`config.mk`:
```
export PLATFORM = sky130hd
export DESIGN_NAME = clock_display_mux_flat
export DESIGN_NICKNAME = d
export VERILOG_FILES = /design/src/rtl/clock_display_mux_pkg.sv /design/src/rtl/clock_display_mux_if.sv /design/src/rtl/clock_display_mux_seg7_decode.sv /design/src/rtl/clock_display_mux.sv /design/src/flat_wrapper.sv
export SDC_FILE = /design/constraint.sdc
export NUM_CORES = 1
export LEC_CHECK = 0
export CORE_UTILIZATION = 40
export DETAILED_ROUTE_END_ITERATION = 10
export SLEW_MARGIN = 20
export SYNTH_ARGS = -nofsm -noshare
export SYNTH_HDL_FRONTEND = slang
export SYNTH_SLANG_ARGS = --single-unit
export TNS_END_PERCENT = 1
```
`constraint.sdc`:
```
create_clock -name clk -period 2.6 [get_ports clk]
set_input_delay 0.78 -clock clk [delete_from_list [all_inputs] [get_ports clk]]
set_output_delay 0.78 -clock clk [all_outputs]
set_load 0.1 [all_outputs]
```
`src/rtl/clock_display_mux_pkg.sv`:
```
// Shared types and constants for the six-digit HH:MM:SS display multiplexer.
// Holds the active-low seven-segment patterns (bit 0 = a .. bit 6 = g), the
// DASH/BLANK patterns, the digit count, the scan FSM encoding, and a
// compare-subtract helper that splits a 0..63 value into tens/units.
package clock_display_mux_pkg;

  localparam int unsigned NUM_DIGITS = 6;
  localparam int unsigned CNT_W      = 16;

  localparam logic [6:0] DASH  = 7'h3F;
  localparam logic [6:0] BLANK = 7'h7F;

  // Index n holds the pattern for decimal digit n.
  localparam logic [9:0][6:0] SEG_DIGITS = {
    7'h10, 7'h00, 7'h78, 7'h02, 7'h12, 7'h19, 7'h30, 7'h24, 7'h79, 7'h40
  };

  typedef enum logic {
    SLOT_ON  = 1'b0,
    SLOT_GAP = 1'b1
  } state_t;

  typedef struct packed {
    logic [4:0] hrs;
    logic [5:0] min;
    logic [5:0] sec;
  } time_t;

  typedef struct packed {
    logic [3:0] tens;
    logic [3:0] units;
  } bcd_t;

  // Converted display content; dig[5] is hours tens, dig[0] seconds units.
  typedef struct packed {
    logic [NUM_DIGITS-1:0][3:0] dig;
    logic [2:0]                 dash;      // [2]=hrs [1]=min [0]=sec
    logic                       hrs_blank; // valid hours with zero tens
    logic                       colon_on;  // even seconds
  } disp_t;

  // Compare-subtract chain: no divider, tens saturates at 5.
  function automatic bcd_t bcd_split(input logic [5:0] v);
    bcd_t r;
    r.tens  = 4'd0;
    r.units = v[3:0];
    if (v >= 6'd50) begin
      r.tens  = 4'd5;
      r.units = 4'(v - 6'd50);
    end else if (v >= 6'd40) begin
      r.tens  = 4'd4;
      r.units = 4'(v - 6'd40);
    end else if (v >= 6'd30) begin
      r.tens  = 4'd3;
      r.units = 4'(v - 6'd30);
    end else if (v >= 6'd20) begin
      r.tens  = 4'd2;
      r.units = 4'(v - 6'd20);
    end else if (v >= 6'd10) begin
      r.tens  = 4'd1;
      r.units = 4'(v - 6'd10);
    end
    return r;
  endfunction

endpackage

```
`src/rtl/clock_display_mux_if.sv`:
```
// Time-update bus into the display multiplexer.
//   time_vld : one-cycle strobe, hrs/min/sec valid in the same cycle
//   hrs/min/sec : binary time fields
interface clock_display_mux_if;
  logic       time_vld;
  logic [4:0] hrs;
  logic [5:0] min;
  logic [5:0] sec;

  modport master (output time_vld, hrs, min, sec);
  modport slave  (input  time_vld, hrs, min, sec);
endinterface

```
`src/rtl/clock_display_mux_seg7_decode.sv`:
```
// Combinational digit-to-segment decoder (active-low, bit 6 = g).
//   digit_i : 0..9 digit value
//   blank_i : force all segments off
//   dash_i  : show segment g only (takes priority over blank)
//   seg_c   : segment pattern
module seg7_decode
  import clock_display_mux_pkg::*;
(
  input  logic [3:0] digit_i,
  input  logic       blank_i,
  input  logic       dash_i,
  output logic [6:0] seg_c
);

  always_comb begin
    seg_c = BLANK;
    if (dash_i) begin
      seg_c = DASH;
    end else if (!blank_i && (digit_i <= 4'd9)) begin
      seg_c = SEG_DIGITS[digit_i];
    end
  end

endmodule

```
`src/rtl/clock_display_mux.sv`:
```
// Six-digit multiplexed HH:MM:SS seven-segment driver.
//   clk, rstn : clock, asynchronous active-low reset
//   tbus      : time update bus (slave)
//   an        : active-low anodes, bit 5 = hours tens, bit 0 = seconds units
//   seg, dp   : active-low segments a..g and colon point, registered
// Each digit slot is REFRESH_DIV cycles: anode on, then GAP_CYCLES all-off.
module clock_display_mux
  import clock_display_mux_pkg::*;
#(
  parameter int unsigned REFRESH_DIV = 1000,
  parameter int unsigned GAP_CYCLES  = 1
) (
  input  logic                  clk,
  input  logic                  rstn,
  clock_display_mux_if.slave    tbus,
  output logic [NUM_DIGITS-1:0] an,
  output logic [6:0]            seg,
  output logic                  dp
);

  localparam logic [CNT_W-1:0]      ON_LAST  = CNT_W'(REFRESH_DIV - GAP_CYCLES - 1);
  localparam logic [CNT_W-1:0]      GAP_LAST = CNT_W'(GAP_CYCLES - 1);
  localparam logic [NUM_DIGITS-1:0] AN_OFF   = {NUM_DIGITS{1'b1}};
  localparam logic [2:0]            IDX_TOP  = 3'(NUM_DIGITS - 1);
  // Conversion of the all-zero reset snapshot.
  localparam disp_t DISP_RST = '{dig: '0, dash: 3'b000, hrs_blank: 1'b1, colon_on: 1'b1};

  time_t                 snap_q;
  disp_t                 disp_d, disp_q;
  bcd_t                  hs, ms, ss;
  state_t                state_q;
  logic [2:0]            idx_q, idx_nxt;
  logic [CNT_W-1:0]      cnt_q;
  logic                  first_q;
  logic [NUM_DIGITS-1:0] an_q;
  logic [6:0]            seg_q, seg_c;
  logic                  dp_q, dp_nxt;
  logic [3:0]            dig_sel;
  logic                  blank_sel, dash_sel;

  // Snapshot capture; the display never looks at the live bus.
  always_ff @(posedge clk or negedge rstn) begin
    if (!rstn) begin
      snap_q <= '0;
    end else if (tbus.time_vld) begin
      snap_q <= {tbus.hrs, tbus.min, tbus.sec};
    end
  end

  // Range check and tens/units split of the snapshot.
  always_comb begin
    hs               = bcd_split({1'b0, snap_q.hrs});
    ms               = bcd_split(snap_q.min);
    ss               = bcd_split(snap_q.sec);
    disp_d           = '0;
    disp_d.dig       = {hs.tens, hs.units, ms.tens, ms.units, ss.tens, ss.units};
    disp_d.dash      = {snap_q.hrs > 5'd23, snap_q.min > 6'd59, snap_q.sec > 6'd59};
    disp_d.hrs_blank = (snap_q.hrs <= 5'd23) && (hs.tens == 4'd0);
    disp_d.colon_on  = ~snap_q.sec[0];
  end

  always_ff @(posedge clk or negedge rstn) begin
    if (!rstn) begin
      disp_q <= DISP_RST;
    end else begin
      disp_q <= disp_d;
    end
  end

  // Digit for the upcoming slot; the first slot after reset keeps digit 5.
  always_comb begin
    idx_nxt = idx_q;
    if (!first_q) begin
      idx_nxt = (idx_q == 3'd0) ? IDX_TOP : idx_q - 3'd1;
    end
    dig_sel   = disp_q.dig[idx_nxt];
    dash_sel  = disp_q.dash[idx_nxt[2:1]];
    blank_sel = (idx_nxt == IDX_TOP) && disp_q.hrs_blank;
    dp_nxt    = ~(disp_q.colon_on && ((idx_nxt == 3'd4) || (idx_nxt == 3'd2)));
  end

  seg7_decode u_dec (
    .digit_i (dig_sel),
    .blank_i (blank_sel),
    .dash_i  (dash_sel),
    .seg_c   (seg_c)
  );

  // Scan FSM; seg/dp are latched only on slot entry so mid-slot updates wait.
  always_ff @(posedge clk or negedge rstn) begin
    if (!rstn) begin
      state_q <= SLOT_GAP;
      idx_q   <= IDX_TOP;
      cnt_q   <= '0;
      first_q <= 1'b1;
      an_q    <= AN_OFF;
      seg_q   <= BLANK;
      dp_q    <= 1'b1;
    end else begin
      case (state_q)
        SLOT_ON: begin
          if (cnt_q == ON_LAST) begin
            state_q <= SLOT_GAP;
            cnt_q   <= '0;
            an_q    <= AN_OFF;
            seg_q   <= BLANK;
            dp_q    <= 1'b1;
          end else begin
            cnt_q <= cnt_q + 1'b1;
          end
        end
        SLOT_GAP: begin
          if (cnt_q == GAP_LAST) begin
            state_q <= SLOT_ON;
            cnt_q   <= '0;
            idx_q   <= idx_nxt;
            first_q <= 1'b0;
            an_q    <= ~(NUM_DIGITS'(1) << idx_nxt);
            seg_q   <= seg_c;
            dp_q    <= dp_nxt;
          end else begin
            cnt_q <= cnt_q + 1'b1;
          end
        end
        default: begin
          state_q <= SLOT_GAP;
          cnt_q   <= '0;
          an_q    <= AN_OFF;
        end
      endcase
    end
  end

  assign an  = an_q;
  assign seg = seg_q;
  assign dp  = dp_q;

endmodule

```
`src/flat_wrapper.sv`:
```
// flat-port wrapper written by rule: the top's interface ports become plain ports
module clock_display_mux_flat import clock_display_mux_pkg::*;
#(
  parameter int unsigned REFRESH_DIV = 1000,
  parameter int unsigned GAP_CYCLES  = 1
)
  (clk, rstn, an, seg, dp, tbus_time_vld, tbus_hrs, tbus_min, tbus_sec);
  clock_display_mux_if tbus_i ();
  input  logic clk;
  input  logic rstn;
  output logic [NUM_DIGITS-1:0] an;
  output logic [6:0] seg;
  output logic dp;
  input wire logic [$bits(tbus_i.time_vld)-1:0] tbus_time_vld;
  input wire logic [$bits(tbus_i.hrs)-1:0] tbus_hrs;
  input wire logic [$bits(tbus_i.min)-1:0] tbus_min;
  input wire logic [$bits(tbus_i.sec)-1:0] tbus_sec;
  assign tbus_i.time_vld = tbus_time_vld;
  assign tbus_i.hrs = tbus_hrs;
  assign tbus_i.min = tbus_min;
  assign tbus_i.sec = tbus_sec;
  clock_display_mux #(.REFRESH_DIV(REFRESH_DIV), .GAP_CYCLES(GAP_CYCLES)) u_core (.clk(clk), .rstn(rstn), .tbus(tbus_i), .an(an), .seg(seg), .dp(dp));
endmodule
```
==> flow_summary_export.csv <==
group,metric,value,unit
run_status,status,"complete, but fails checks",
run_status,failing_checks,"negative setup slack",
setup_path,r2r_start,"u_core.idx_q[2]",
finish,diodes,0,
grt,use_met2,0.278,
floorplanning,io-pin-count,34,
placement,dp.final_hpwl,6740,um
clocking,worstSkewPairLatency,0.35,ns
setup_path,critical_path.cell_chain,"inv_2 -> ha_4 -> nor2_2 -> a21o_1 -> a21oi_1 -> nor3_2 -> buf_4 -> ha_2 -> nor2_2 -> o311ai_1 -> and3b_2 -> a21oi_2",
routing,final_antenna_net_count,0,
grt,top_usage_layer,"met2",
finish,layout.nets,560,
routing,route.vias.total,3461,
setup_path,worst-endpoint-required,2.88,ns
placement,port_buffers,33,
setup_path,critical_path.endpoint_type,"register",
finish,multi_input_area,2330,sq um
routing,routedWlPerCell,14.1,um
grt,gr-total-overflow,0,
timing,worst_clock_skew,0.0101,ns
setup_path,critPathSlowestCell,"sky130_fd_sc_hd__dfstp_2",
grt,first_global_vias,3332,
timing,finalHoldViolCount,0,
setup_path,crit_arrival,2.94,ns
power_and_ir_drop,comb_power_share,0.160,
logic_synthesis,synth_largest_type_area_fraction,0.328,
routing,drt-initial-drc-count,95,
clocking,cts_num_sinks,77,
power_and_ir_drop,power_density,536,nW/um^2
logic_synthesis,mappedNetlistNets,489,
floorplanning,start_util,0.418,
routing,first_pass_iters,4,
grt,antenna_found_initial,0,
logic_synthesis,postSynthAreaPerCell,9.87,sq um
finish,area.growth.synth_to_final,25.8,%
logic_synthesis,prevailing_post_synth_register_cell,"sky130_fd_sc_hd__dfrtp_1",
logic_synthesis,post_synth_main_area_contributors,"sky130_fd_sc_hd__dfrtp_1 33%, sky130_fd_sc_hd__dfstp_2 12%, sky130_fd_sc_hd__ha_1 8.1%",
timing,timing_worst_slew_pin_value,0.964,ns
power_and_ir_drop,p_sw,0.000744,W
placement,dpl-instance-area,5050,sq um
logic_synthesis,synth_seq_cells,77,
routing,via_per_inst,5.30,
power_and_ir_drop,switching_share,0.254,
finish,postLayoutCellArea,5470,sq um
timing,fin_crit_sh,1.02,
finish,fillCellCount,935,
setup_path,path_delay_family,"simple AND/OR/NAND/NOR gates",
setup_path,timing.critical_path.slowest_cell_delay,0.57,ns
logic_synthesis,synth_area_leader_cell,"sky130_fd_sc_hd__dfrtp_1",
floorplanning,die-width,106,um
logic_synthesis,synth_cell_type_count,71,
floorplanning,die-height,106,um
routing,finalWirelength,9210,um
power_and_ir_drop,total_leakage_power,2.43,nW
timing,max_freq,375,MHz
power_and_ir_drop,intPower,0.00219,W
timing,finalSetupViolCount,6,
clocking,cts_root_buf,"sky130_fd_sc_hd__clkbuf_8",
clocking,htree_num_levels,3,
timing,holdWs,0.398,ns
clocking,tritoncts,"yes",
power_and_ir_drop,clock_power_share,0.374,
logic_synthesis,syn-instance-count,441,
power_and_ir_drop,worst_ir_drop_vdd,325,uV
logic_synthesis,seq_area_frac_synth,0.449,
logic_synthesis,yosysMostFrequentCell,"sky130_fd_sc_hd__dfrtp_1",
floorplanning,floorplan.rows,37,
timing,tns,-0.376,ns
clocking,clk_pin_slew_worst_paths,0.08,ns
logic_synthesis,synthArstFlopShare,1.00,
setup_path,reg_to_reg_critical_path_endpoint,"u_core.seg[1]",
grt,grtUsageMet3,0.0349,
grt,grt_pass1_wl,15700,um
grt,met1_capacity_usage_during_global_routing,0.233,
routing,route.detailed.drc,0,
timing,final_period_minus_worst_setup_slack,2.66,ns
grt,groute.usage.overall,0.173,
setup_path,critPathKind,"reg -> reg",
clocking,cts.hold.buffers_added,0,
logic_synthesis,mappedNetlistArea,4350,sq um
setup_path,cp-start-kind,"register",
finish,drive_gt1_frac,0.273,
timing,grt_setup_unrepaired,"true",
clocking,cts_buffers,9,
timing,slew-limit-headroom,0.355,
floorplanning,die-area,11300,sq um
setup_path,critPathBufInv,2,
run,max_cap_violations,0,
grt,pin_count_of_the_biggest_net_entering_global_routing,41,
finish,final-seq-area,1960,sq um
setup_path,cpMostUsedCell,"sky130_fd_sc_hd__nor2_2",
power_and_ir_drop,seqPwrFrac,0.467,
timing,final.setup.worst_slack,-0.0642,ns
timing,final-max-slew-violation-count,0,
logic_synthesis,synthTopCellsByCount,"57 x sky130_fd_sc_hd__dfrtp_1, 45 x sky130_fd_sc_hd__nor2_1, 29 x sky130_fd_sc_hd__nand2_1",
placement,gp_congestion,0.882,
setup_path,ff2ff_setup_slack,-0.06,ns
setup_path,worst-path-max-fanout,6,
clocking,cts_max_path_buffers,2,
logic_synthesis,synth_edf_count,0,
setup_path,ff2ff_path_depth,12,
power_and_ir_drop,power,0.00293,W
floorplanning,core_area,10400,sq um
hold_path,hp-class,"in -> async",
logic_synthesis,synth_warnings,0,
## power by group through the flow
stage	combinational (W)	clock, W	sequential (W)
final	0.000468	0.00110	0.00137
after global routing	0.000528	0.00117	0.00138
after CTS	0.000442	0.00113	0.00137
after detailed placement	0.000438	0	0.00139
after global placement	0.000430	0	0.00139
after floorplan	0.000304	0	0.00135
## flip-flops by register name, indices dropped and copies added, names as in the netlist
| register | count |
|---|---|
| u_core.snap_q | 17 |
| u_core.cnt_q | 16 |
| u_core.seg | 7 |
| u_core.state_q | 1 |
| u_core.dp | 1 |
| u_core.idx_q | 3 |
| u_core.an | 6 |
| u_core.first_q | 1 |
| u_core.disp_q | 25 |
## per-layer routing
layer | routed length (um) | part of all wire
met5 | 0 | 0
met1 | 4430 | 0.48
met4 | 157 | 0.017
met3 | 322 | 0.035
met2 | 4300 | 0.47
## timing repair
action                                  CTS  global route
endpoints found under the setup margin    6             7
pin swaps                                 2            12
setup buffers                             0             6
resized for setup                         2            30
## metrics by stage
step / utilization / worst slack, ns / cells
2_1_floorplan: - / -0.105 / 441
3_3_place_gp: 0.485 / -0.0126 / 631
3_5_place_dp: 0.485 / -0.0791 / 631
4_1_cts: 0.510 / 0.00349 / 647
5_1_grt: 0.526 / -0.167 / 653
6_report: 0.526 / -0.0642 / 653
## cells by family (layout without fill, tap and decap cells)
kind of cell             Yosys count  count (layout)  share of synthesized area
multiplexers                      17              17                     0.0431
buffers and inverters             46             122                     0.0466
adder cells (fa/ha/maj)           28              28                     0.0805
XOR/XNOR                          20              20                     0.0403
flip-flops                        77              77                      0.449
AND/OR/NAND/NOR                  140             140                      0.162
AO/OA/AOI/OAI                    113             113                      0.179
## cell type report
| class | instances | area share |
|---|---|---|
| inverter | 28 | 0.0192 |
| clock inverter | 5 | 0.0197 |
| sequential | 77 | 0.357 |
| tap | 136 | 0.0311 |
| timing repair buffer | 78 | 0.121 |
| multi-input combinational | 318 | 0.426 |
| clock buffer | 11 | 0.0258 |
## cells in the final DEF (no fill, tap or decap), types with 3 or more instances in the layout
cell and count:
sky130_fd_sc_hd__bufinv_16 3, sky130_fd_sc_hd__nor2b_1 3, sky130_fd_sc_hd__clkbuf_8 10, sky130_fd_sc_hd__nand3b_1 4
sky130_fd_sc_hd__inv_1 26, sky130_fd_sc_hd__a21o_1 3, sky130_fd_sc_hd__o21ai_0 25, sky130_fd_sc_hd__dfstp_2 19
sky130_fd_sc_hd__a32o_1 3, sky130_fd_sc_hd__nand3_1 19, sky130_fd_sc_hd__mux2_2 9, sky130_fd_sc_hd__nor2_1 41
sky130_fd_sc_hd__o31ai_1 5, sky130_fd_sc_hd__o211ai_1 5, sky130_fd_sc_hd__mux2i_1 6, sky130_fd_sc_hd__o21ai_1 4
sky130_fd_sc_hd__xor2_1 7, sky130_fd_sc_hd__clkdlybuf4s50_1 18, sky130_fd_sc_hd__nor2_2 3, sky130_fd_sc_hd__nand4_1 6
sky130_fd_sc_hd__nand2_1 29, sky130_fd_sc_hd__a21oi_2 7, sky130_fd_sc_hd__ha_1 25, sky130_fd_sc_hd__buf_4 56
sky130_fd_sc_hd__dfrtp_1 57, sky130_fd_sc_hd__a31oi_1 3, sky130_fd_sc_hd__a21oi_1 23, sky130_fd_sc_hd__and3_1 8
sky130_fd_sc_hd__nor3_1 5, sky130_fd_sc_hd__xnor2_1 13
## worst max-delay path by stage
| stage | startpoint | cells past startpoint | to | slack (ns) |
|---|---|---|---|---|
| floorplan | u_core.idx_q[0] | 15 | u_core.seg[4] | -0.10 |
| global route | u_core.idx_q[2] | 12 | u_core.seg[2] | -0.17 |
| CTS | u_core.idx_q[2] | 12 | u_core.seg[2] | 0.003 |
| finish | u_core.idx_q[2] | 12 | u_core.seg[1] | -0.06 |
| detailed placement | u_core.idx_q[0] | 11 | u_core.seg[5] | -0.08 |
| global placement | u_core.idx_q[0] | 13 | u_core.seg[3] | -0.01 |
(Power assumes the default switching activity.)
